--- src/rtl/mem_stage.sv ---
// MEM-stage data-memory access controller.
// Lane steering, load formatting and a req/ack memory handshake with timeout.
module mem_stage #(
  parameter int TIMEOUT = 64
) (
  input  logic        clk,
  input  logic        rst_n,
  input  logic        breakpoint,
  input  logic        exmem_memread,
  input  logic        exmem_memwrite,
  input  logic [1:0]  exmem_size,
  input  logic        exmem_unsigned,
  input  logic [31:0] exmem_alu_out,
  input  logic [31:0] exmem_wdata,
  output logic        dm_req,
  output logic        dm_we,
  output logic [31:0] dm_addr,
  output logic [3:0]  dm_be,
  output logic [31:0] dm_wdata,
  input  logic        dm_ack,
  input  logic [31:0] dm_rdata,
  output logic [31:0] mem_dout,
  output logic        mem_stall,
  output logic        mem_misalign,
  output logic        mem_err
);

  localparam int CW = (TIMEOUT > 2) ? $clog2(TIMEOUT) : 1;
  localparam logic [CW-1:0] CNT_MAX = CW'(TIMEOUT - 1);

  typedef enum logic [1:0] {
    IDLE = 2'd0,
    BUSY = 2'd1,
    DONE = 2'd2
  } state_t;

  state_t state_q, state_d;
  logic [CW-1:0] cnt_q, cnt_d;
  logic        dm_req_q, dm_req_d;
  logic        dm_we_q, dm_we_d;
  logic [31:0] dm_addr_q, dm_addr_d;
  logic [3:0]  dm_be_q, dm_be_d;
  logic [31:0] dm_wdata_q, dm_wdata_d;
  logic [31:0] mem_dout_q, mem_dout_d;
  logic        mis_q, mis_d;
  logic        err_q, err_d;
  logic        ld_q, ld_d;
  logic [1:0]  lo_q, lo_d;
  logic [1:0]  sz_q, sz_d;
  logic        uns_q, uns_d;

  logic        aligned, mem_op, acc, start, expired;
  logic [3:0]  be_w;
  logic [31:0] wd_w;

  function automatic logic [31:0] fmt(
    input logic [31:0] rd,
    input logic [1:0]  lo,
    input logic [1:0]  sz,
    input logic        uns
  );
    logic [7:0]  b;
    logic [15:0] h;
    b = rd[{lo, 3'b000} +: 8];
    h = lo[1] ? rd[31:16] : rd[15:0];
    unique case (1'b1)
      sz == 2'b00: fmt = {{24{~uns & b[7]}}, b};
      sz == 2'b01: fmt = {{16{~uns & h[15]}}, h};
      default:     fmt = rd;
    endcase
  endfunction

  always_comb begin
    aligned = 1'b1;
    be_w    = 4'b1111;
    wd_w    = exmem_wdata;
    unique case (exmem_size)
      2'b00: begin
        be_w = 4'b0001 << exmem_alu_out[1:0];
        wd_w = {4{exmem_wdata[7:0]}};
      end
      2'b01: begin
        aligned = ~exmem_alu_out[0];
        be_w    = 4'b0011 << {exmem_alu_out[1], 1'b0};
        wd_w    = {2{exmem_wdata[15:0]}};
      end
      default: aligned = (exmem_alu_out[1:0] == 2'b00);
    endcase
  end

  assign mem_op  = exmem_memread | exmem_memwrite;
  assign acc     = mem_op & aligned;
  assign start   = acc & ~breakpoint;
  assign expired = (cnt_q == CNT_MAX);

  always_ff @(posedge clk or negedge rst_n) begin
    if (!rst_n) begin
      state_q    <= IDLE;
      cnt_q      <= '0;
      dm_req_q   <= 1'b0;
      dm_we_q    <= 1'b0;
      dm_addr_q  <= '0;
      dm_be_q    <= '0;
      dm_wdata_q <= '0;
      mem_dout_q <= '0;
      mis_q      <= 1'b0;
      err_q      <= 1'b0;
      ld_q       <= 1'b0;
      lo_q       <= '0;
      sz_q       <= '0;
      uns_q      <= 1'b0;
    end else begin
      state_q    <= state_d;
      cnt_q      <= cnt_d;
      dm_req_q   <= dm_req_d;
      dm_we_q    <= dm_we_d;
      dm_addr_q  <= dm_addr_d;
      dm_be_q    <= dm_be_d;
      dm_wdata_q <= dm_wdata_d;
      mem_dout_q <= mem_dout_d;
      mis_q      <= mis_d;
      err_q      <= err_d;
      ld_q       <= ld_d;
      lo_q       <= lo_d;
      sz_q       <= sz_d;
      uns_q      <= uns_d;
    end
  end

  always_comb begin
    state_d = state_q;
    unique case (state_q)
      IDLE:    if (start) state_d = BUSY;
      BUSY:    if (dm_ack || expired) state_d = DONE;
      DONE:    if (!breakpoint) state_d = IDLE;
      default: state_d = IDLE;
    endcase
  end

  always_comb begin
    cnt_d      = cnt_q;
    dm_req_d   = dm_req_q;
    dm_we_d    = dm_we_q;
    dm_addr_d  = dm_addr_q;
    dm_be_d    = dm_be_q;
    dm_wdata_d = dm_wdata_q;
    mem_dout_d = mem_dout_q;
    mis_d      = 1'b0;
    err_d      = err_q;
    ld_d       = ld_q;
    lo_d       = lo_q;
    sz_d       = sz_q;
    uns_d      = uns_q;
    unique case (state_q)
      IDLE: begin
        cnt_d = '0;
        if (start) begin
          dm_req_d   = 1'b1;
          dm_we_d    = exmem_memwrite;
          dm_addr_d  = {exmem_alu_out[31:2], 2'b00};
          dm_be_d    = exmem_memwrite ? be_w : 4'b0000;
          dm_wdata_d = wd_w;
          ld_d       = exmem_memread;
          lo_d       = exmem_alu_out[1:0];
          sz_d       = exmem_size;
          uns_d      = exmem_unsigned;
        end else if (mem_op && !aligned && !breakpoint) begin
          mis_d = 1'b1;
          if (exmem_memread) mem_dout_d = '0;
        end
      end
      BUSY: begin
        cnt_d = cnt_q + 1'b1;
        // ack beats a simultaneous timeout
        if (dm_ack) begin
          dm_req_d = 1'b0;
          if (ld_q) mem_dout_d = fmt(dm_rdata, lo_q, sz_q, uns_q);
        end else if (expired) begin
          dm_req_d   = 1'b0;
          mem_dout_d = '0;
          err_d      = 1'b1;
        end
      end
      default: ;
    endcase
  end

  assign mem_stall    = (state_q == BUSY) | ((state_q == IDLE) & acc);
  assign dm_req       = dm_req_q;
  assign dm_we        = dm_we_q;
  assign dm_addr      = dm_addr_q;
  assign dm_be        = dm_be_q;
  assign dm_wdata     = dm_wdata_q;
  assign mem_dout     = mem_dout_q;
  assign mem_misalign = mis_q;
  assign mem_err      = err_q;

endmodule

--- config.mk ---
export PLATFORM = sky130hd
export DESIGN_NAME = mem_stage
export DESIGN_NICKNAME = d
export VERILOG_FILES = /design/src/rtl/mem_stage.sv
export SDC_FILE = /design/constraint.sdc
export NUM_CORES = 1
export LEC_CHECK = 0
export CAP_MARGIN = 30
export CORE_MARGIN = 5
export CORE_UTILIZATION = 49
export CTS_BUF_LIST = sky130_fd_sc_hd__clkbuf_4 sky130_fd_sc_hd__clkbuf_8
export DETAILED_ROUTE_END_ITERATION = 8
export PLACE_DENSITY = 0.89
export SLEW_MARGIN = 20
export SYNTH_ARGS = -nofsm -noshare
export SYNTH_HDL_FRONTEND = slang
export SYNTH_SLANG_ARGS = --single-unit
--- constraint.sdc ---
create_clock -name clk -period 3.5 [get_ports clk]
set_clock_uncertainty 0.2 [all_clocks]
set_input_delay 0.35 -clock clk [delete_from_list [all_inputs] [get_ports clk]]
set_output_delay 0.35 -clock clk [all_outputs]
set_load 0.01 [all_outputs]
==> results of run 1 <==
==> cells in the final DEF (no fill, tap or decap), types with 5 or more instances in the layout <==
| cell type | synthesis | routed |
|---|---|---|
| a21oi_1 | 11 | 11 |
| a221o_1 | 6 | 6 |
| a221o_2 | 10 | 10 |
| a22o_1 | 9 | 9 |
| a22oi_1 | 7 | 7 |
| buf_4 | 2 | 8 |
| bufinv_16 | 0 | 6 |
| clkbuf_8 | 0 | 18 |
| clkdlybuf4s50_1 | 0 | 206 |
| dfrtp_1 | 116 | 116 |
| mux2_2 | 45 | 45 |
| mux2i_1 | 43 | 43 |
| nand2_1 | 49 | 49 |
| nor2_1 | 18 | 18 |
| nor2b_1 | 5 | 5 |
| o21ai_0 | 50 | 50 |
| o221a_2 | 7 | 7 |
| o221ai_1 | 8 | 8 |
| o2bb2ai_1 | 8 | 8 |
==> critical path, delay by kind of cell <==
| family | cells | cell delay [ns] |
|---|---|---|
| AO/OA/AOI/OAI | 2 | 0.40 |
| buffers and inverters | 2 | 1.05 |
| AND/OR/NAND/NOR | 2 | 0.35 |
==> cell families after synthesis <==
family / Yosys count / synth area share (%)
AO/OA/AOI/OAI: 125 / 17.37
flip-flops: 116 / 54.45
multiplexers: 88 / 17.58
AND/OR/NAND/NOR: 87 / 7.064
buffers and inverters: 37 / 3.238
adder cells (fa/ha/maj): 1 / 0.2346
other: 1 / 0.07034
==> where the power goes <==
group          internal, W  switching [W]
clock             0.000935       0.000563
sequential         0.00180       0.000350
combinational      0.00133       0.000914
total              0.00406        0.00183
==> per-stage QoR <==
stage	worst slack [ns]	cell area, um^2	power, W	hold slack [ns]
floorplan	1.447	5335	0.003117	-0.1456
global placement	0.8582	7505	0.004303	0.2493
detailed placement	0.7534	7532	0.004400	0.1127
CTS	0.8318	8020	0.005933	0.1926
global route	0.7030	8020	0.006201	0.2192
finish	0.8137	8020	0.005892	0.2103
==> flip-flops by register name, indices dropped and copies added (netlist names) <==
register and count:
sz_q 2, cnt_q 6, lo_q 2, dm_we 1, uns_q 1, dm_req 1, dm_addr 30, state_q 2
dm_wdata 32, ld_q 1, mem_misalign 1, mem_dout 32, mem_err 1, dm_be 4
==> worst paths after layout <==
| check | slack, ns | from | to |
|---|---|---|---|
| setup / recovery | 0.81 | exmem_alu_out[0] | mem_stall |
| hold / removal | 0.21 | rst_n | dm_addr[29] |
| hold reg to reg | 0.28 | mem_err | mem_err |
| max in group asynchronous | 1.88 | rst_n | dm_addr[20] |
| setup reg to reg | 0.85 | lo_q[1] | mem_dout[23] |
| min in group clk | 0.28 | mem_err | mem_err |
==> cell type report <==
cell class	instances	share of cell area, %
multi-input cells	303	28.25
clock inverters	13	2.871
flip-flops and latches	116	36.19
well taps	140	2.184
repair buffers	217	27.18
inverters	5	0.2340
clock buffers	18	3.089
==> Yosys cell counts, types with 2 or more instances <==
master and n:
a221o_1 6, a21oi_1 11, a2bb2oi_1 2, and3_1 3, a22oi_1 7, inv_1 4, nor2_1 18, nand2b_1 2
nand2_1 49, buf_6 2, mux2_2 45, clkbuf_1 16, nor2b_1 5, buf_2 9, nand3_1 2, dfrtp_1 116
a221o_2 10, o221a_2 7, o21ai_0 50, a22o_1 9, o2bb2ai_1 8, buf_4 2, o221ai_1 8, buf_1 3
mux2i_1 43
==> metal layers <==
| metal | vias to the layer above | global-route usage (%) | routed length [um] |
|---|---|---|---|
| met5 | - | 0 | 0 |
| met4 | 0 | 10.93 | 544 |
| met3 | 45 | 8.774 | 1512 |
| met2 | 249 | 42.23 | 7957 |
| met1 | 2259 | 29.63 | 6127 |
| li1 | 2083 | - | - |
==> metrics.txt, run 1 <==
status=finished, final reports clean; Routed Antenna Nets=0; RSZ-0062 raised after global routing=false; final max-slew violation count=0; initial antenna violation count=0; utilization after layout=74.64%; total track usage=25.30%; Fmax achieved=372.3 MHz; clock transition at the registers of the reported paths=0.07 ns; area leader, netlist=dfrtp_1; Die ar.=0.01307 mm^2; synth warn=0; post-synthesis async set-or-reset flop share=100.0%; # IOs=210; P&R area growth vs syn=50.43%; Pleak=3.468 nW; type of origin of the critical path=input port; Die Y=114.3 um; most frequent cell on the critical path=clkdlybuf4s50_1; Synth Register Bits=116; # Post-CTS Setup Buffers=0; total gr overflow=0; Mapped Area=0.005331 mm^2; ranking of synthesized cells by area=dfrtp_1 54%, mux2_2 9.5%, mux2i_1 8.1%; CTS tree=done; maximum capacitance violations=0; vias=4636; final worst path period need=2.686 ns; register area share after synthesis=54.45%; # nets final=766; Fin. Hold Viols=0; CTS H-tree lvls=4; TritonCTS Buffers=17; CP max stage cell=clkdlybuf4s50_1; Via density=5.709; IO buf count=207; Worst Tran Pin Value=0.9322 ns; PostCTS Resize Cnt=0; RD Place Congestion=0.8582; PwrDens=734.6 mW/mm^2; global-route wire length before repair=25810 um; fin crit share=76.75%; Yosys top cell area share=54.45%; antenna cells=0; Worst Reg-to-Reg Cells=4; EDFF count, synth=0; Avg WL per Cell=19.88 um; clk root buf=clkbuf_8; multi-input logic area=0.002266 mm^2; pin count of the biggest net entering global routing=103; largest fanout on the critical path=6; Fillers=699; CP required=2.95 ns; share of layout cells above drive strength 1=16.37%; drc violations=0; Peak VDD IR=0.0004297 V; CP arrival=2.14 ns; setup TNS=0 ns; slowest stage delay, CP=0.55 ns; Rel. slew slack=37.80%; drt total wl=16140 um; Site Rows=38; average size of a mapped cell=11.72 um^2; non-filler cells, final=812; CP endpoint kind=output pin; Clock Path Buffers=2; # setup viols final=0; Skew-Pair Late Insertion Delay=0.43 ns; worst hold path class=input port to async pin; chip width=114.3 um; DRT iter0 DRCs=322; critical path type=input port to output pin; vias in the first global route=4914; FF/Latch Area=0.002903 mm^2; CTS Hold Buffers Added=1; Post-Place Cells=780; post-synthesis cell type count=43; Initial Util=49.62%; Post-Synthesis Cells=455; clk sink count=116; core box area=0.01075 mm^2; HPWL Detailed=11600 um; drt pass-1 iters=4; Critical Path, Cell by Cell=clkdlybuf4s50_1 -> o21ai_0 -> and2_1 -> a21oi_1 -> nor2_1 -> clkdlybuf4s50_1; Synth Flop Type=dfrtp_1
No activity file was read; power rests on OpenSTA's default activity.
==> inputs of run 2 (changes only) <==
Settings changed: CORE_UTILIZATION 49 to 45, PLACE_DENSITY 0.89 to 0.82.
Clock period 3.5 ns to 2.8 ns, I/O delays scaled along.
==> metrics.txt, run 2 (synthesis gave the netlist of run 1 again) <==
RSZ-0062 raised after global routing=false; antenna cells=0; final worst path period need=2.452 ns; share of layout cells above drive strength 1=15.99%; Pwr Total=0.006754 W; drt total wl=15470 um; # nets final=769; maximum capacitance violations=0; clock transition at the registers of the reported paths=0.06 ns; CP required=2.32 ns; total gr overflow=0; TritonCTS Buffers=17; IO buf count=207; Initial Util=46.30%; Die Y=118.8 um; CTS tree=done; PwrDens=858.7 mW/mm^2; CP bufs+invs=2; final max-slew violation count=0; Site Rows=39; critical path type=input port to output pin; Clock Path Buffers=2; DRT iter0 DRCs=408; drc violations=0; CTS Hold Buffers Added=1; chip width=118.8 um; Fmax achieved=407.8 MHz; Fin. Hold Viols=0; vias in the first global route=4881; pin count of the biggest net entering global routing=78; CP endpoint kind=output pin; Avg WL per Cell=19.05 um; most frequent cell on the critical path=clkdlybuf4s50_1; Peak VDD IR=0.0005221 V; commonest cells after routing, fill and taps aside=206 x clkdlybuf4s50_1, 116 x dfrtp_1, 50 x o21ai_0; largest fanout on the critical path=6; Critical Path, Cell by Cell=clkdlybuf4s50_1 -> o21ai_0 -> and2_1 -> a21oi_1 -> nor2_1 -> clkdlybuf4s50_1; HPWL Detailed=11670 um; global-route wire length before repair=25520 um; RD Place Congestion=0.8689; commonest non-fill, non-tap cell in the layout=clkdlybuf4s50_1; total track usage=22.69%; clk root buf=clkbuf_8; Pleak=3.412 nW; vias=4492; Via density=5.532; CP arrival=1.97 ns; Die ar.=0.01412 mm^2; Worst Tran Pin Value=0.7095 ns; # IOs=210; # setup viols final=0; dpl ws=0.3592 ns; CP max stage cell=clkdlybuf4s50_1; clk sink count=116; fin crit share=87.57%; PostCTS Resize Cnt=0; status=finished, final reports clean; slowest stage delay, CP=0.56 ns; Routed Antenna Nets=0; worst setup margin=0.3481 ns; core box area=0.01152 mm^2; type of origin of the critical path=input port; # Post-CTS Setup Buffers=0; setup TNS=0 ns; P&R area growth vs syn=47.52%; CP top delay family=buffers and inverters; drt pass-1 iters=4; worst hold path class=input port to async pin; CTS H-tree lvls=4; Rel. slew slack=52.70%; initial antenna violation count=0; Skew-Pair Late Insertion Delay=0.43 ns
[run 2: cell types whose count changed in the layout (fill, tap and decap cells not counted), moves of 3 or more]
cell / previous run / this run
bufinv_16: 6 / 0
buf_4: 8 / 11
clkinvlp_4: 3 / 0
clkbuf_4: 0 / 5
[run 2: per-layer routing]
metal  global-route usage [%]  up-vias  share of wire, %
met4                    9.341        0               2.3
li1                         -     2088                 -
met3                    10.05       25                10
met5                        0        -                 0
met1                    26.60     2175                39
met2                    36.55      204                49
[run 2: worst paths after layout]
path,from,end,slack [ns],cells after the start
worst max-delay path,exmem_alu_out[1],mem_stall,0.35,6
worst min-delay path,rst_n,mem_dout[23],0.17,2
worst max register to register,lo_q[1],mem_dout[7],0.55,5
worst min register to register,mem_err,mem_err,0.27,1
max in group asynchronous,rst_n,dm_wdata[27],1.44,3
min in group clk,exmem_alu_out[25],dm_addr[25],0.26,2
[run 2: layout make-up]
class                   count  area [um^2]
fillers                   867         3651
flip-flops and latches    116         2903
multi-input cells         303         2266
repair buffers            220         2195
clock buffers              24        299.0
well taps                 143        178.9
inverters                   5        18.77
clock inverters             1        5.005
[run 2: stage by stage]
| step | instances | util [%] | hold slack, ns | instance area, um^2 |
|---|---|---|---|---|
| CTS | 812 | 68.30 | 0.1704 | 7865 |
| detailed placement | 786 | 65.57 | 0.09114 | 7551 |
| global route | 812 | 68.30 | 0.2098 | 7865 |
| finish | 812 | 68.30 | 0.1678 | 7865 |
| global placement | 786 | 65.57 | 0.07141 | 7551 |
| floorplan | 456 | - | -0.2156 | 5335 |
[run 2: report_power, final]
group / switching [W] / leakage (nW) / internal, W
clock network: 0.000592 / 0.164 / 0.000670
registers: 0.000399 / 1.46 / 0.00226
logic: 0.00116 / 1.78 / 0.00168
total: 0.00215 / 3.41 / 0.00460
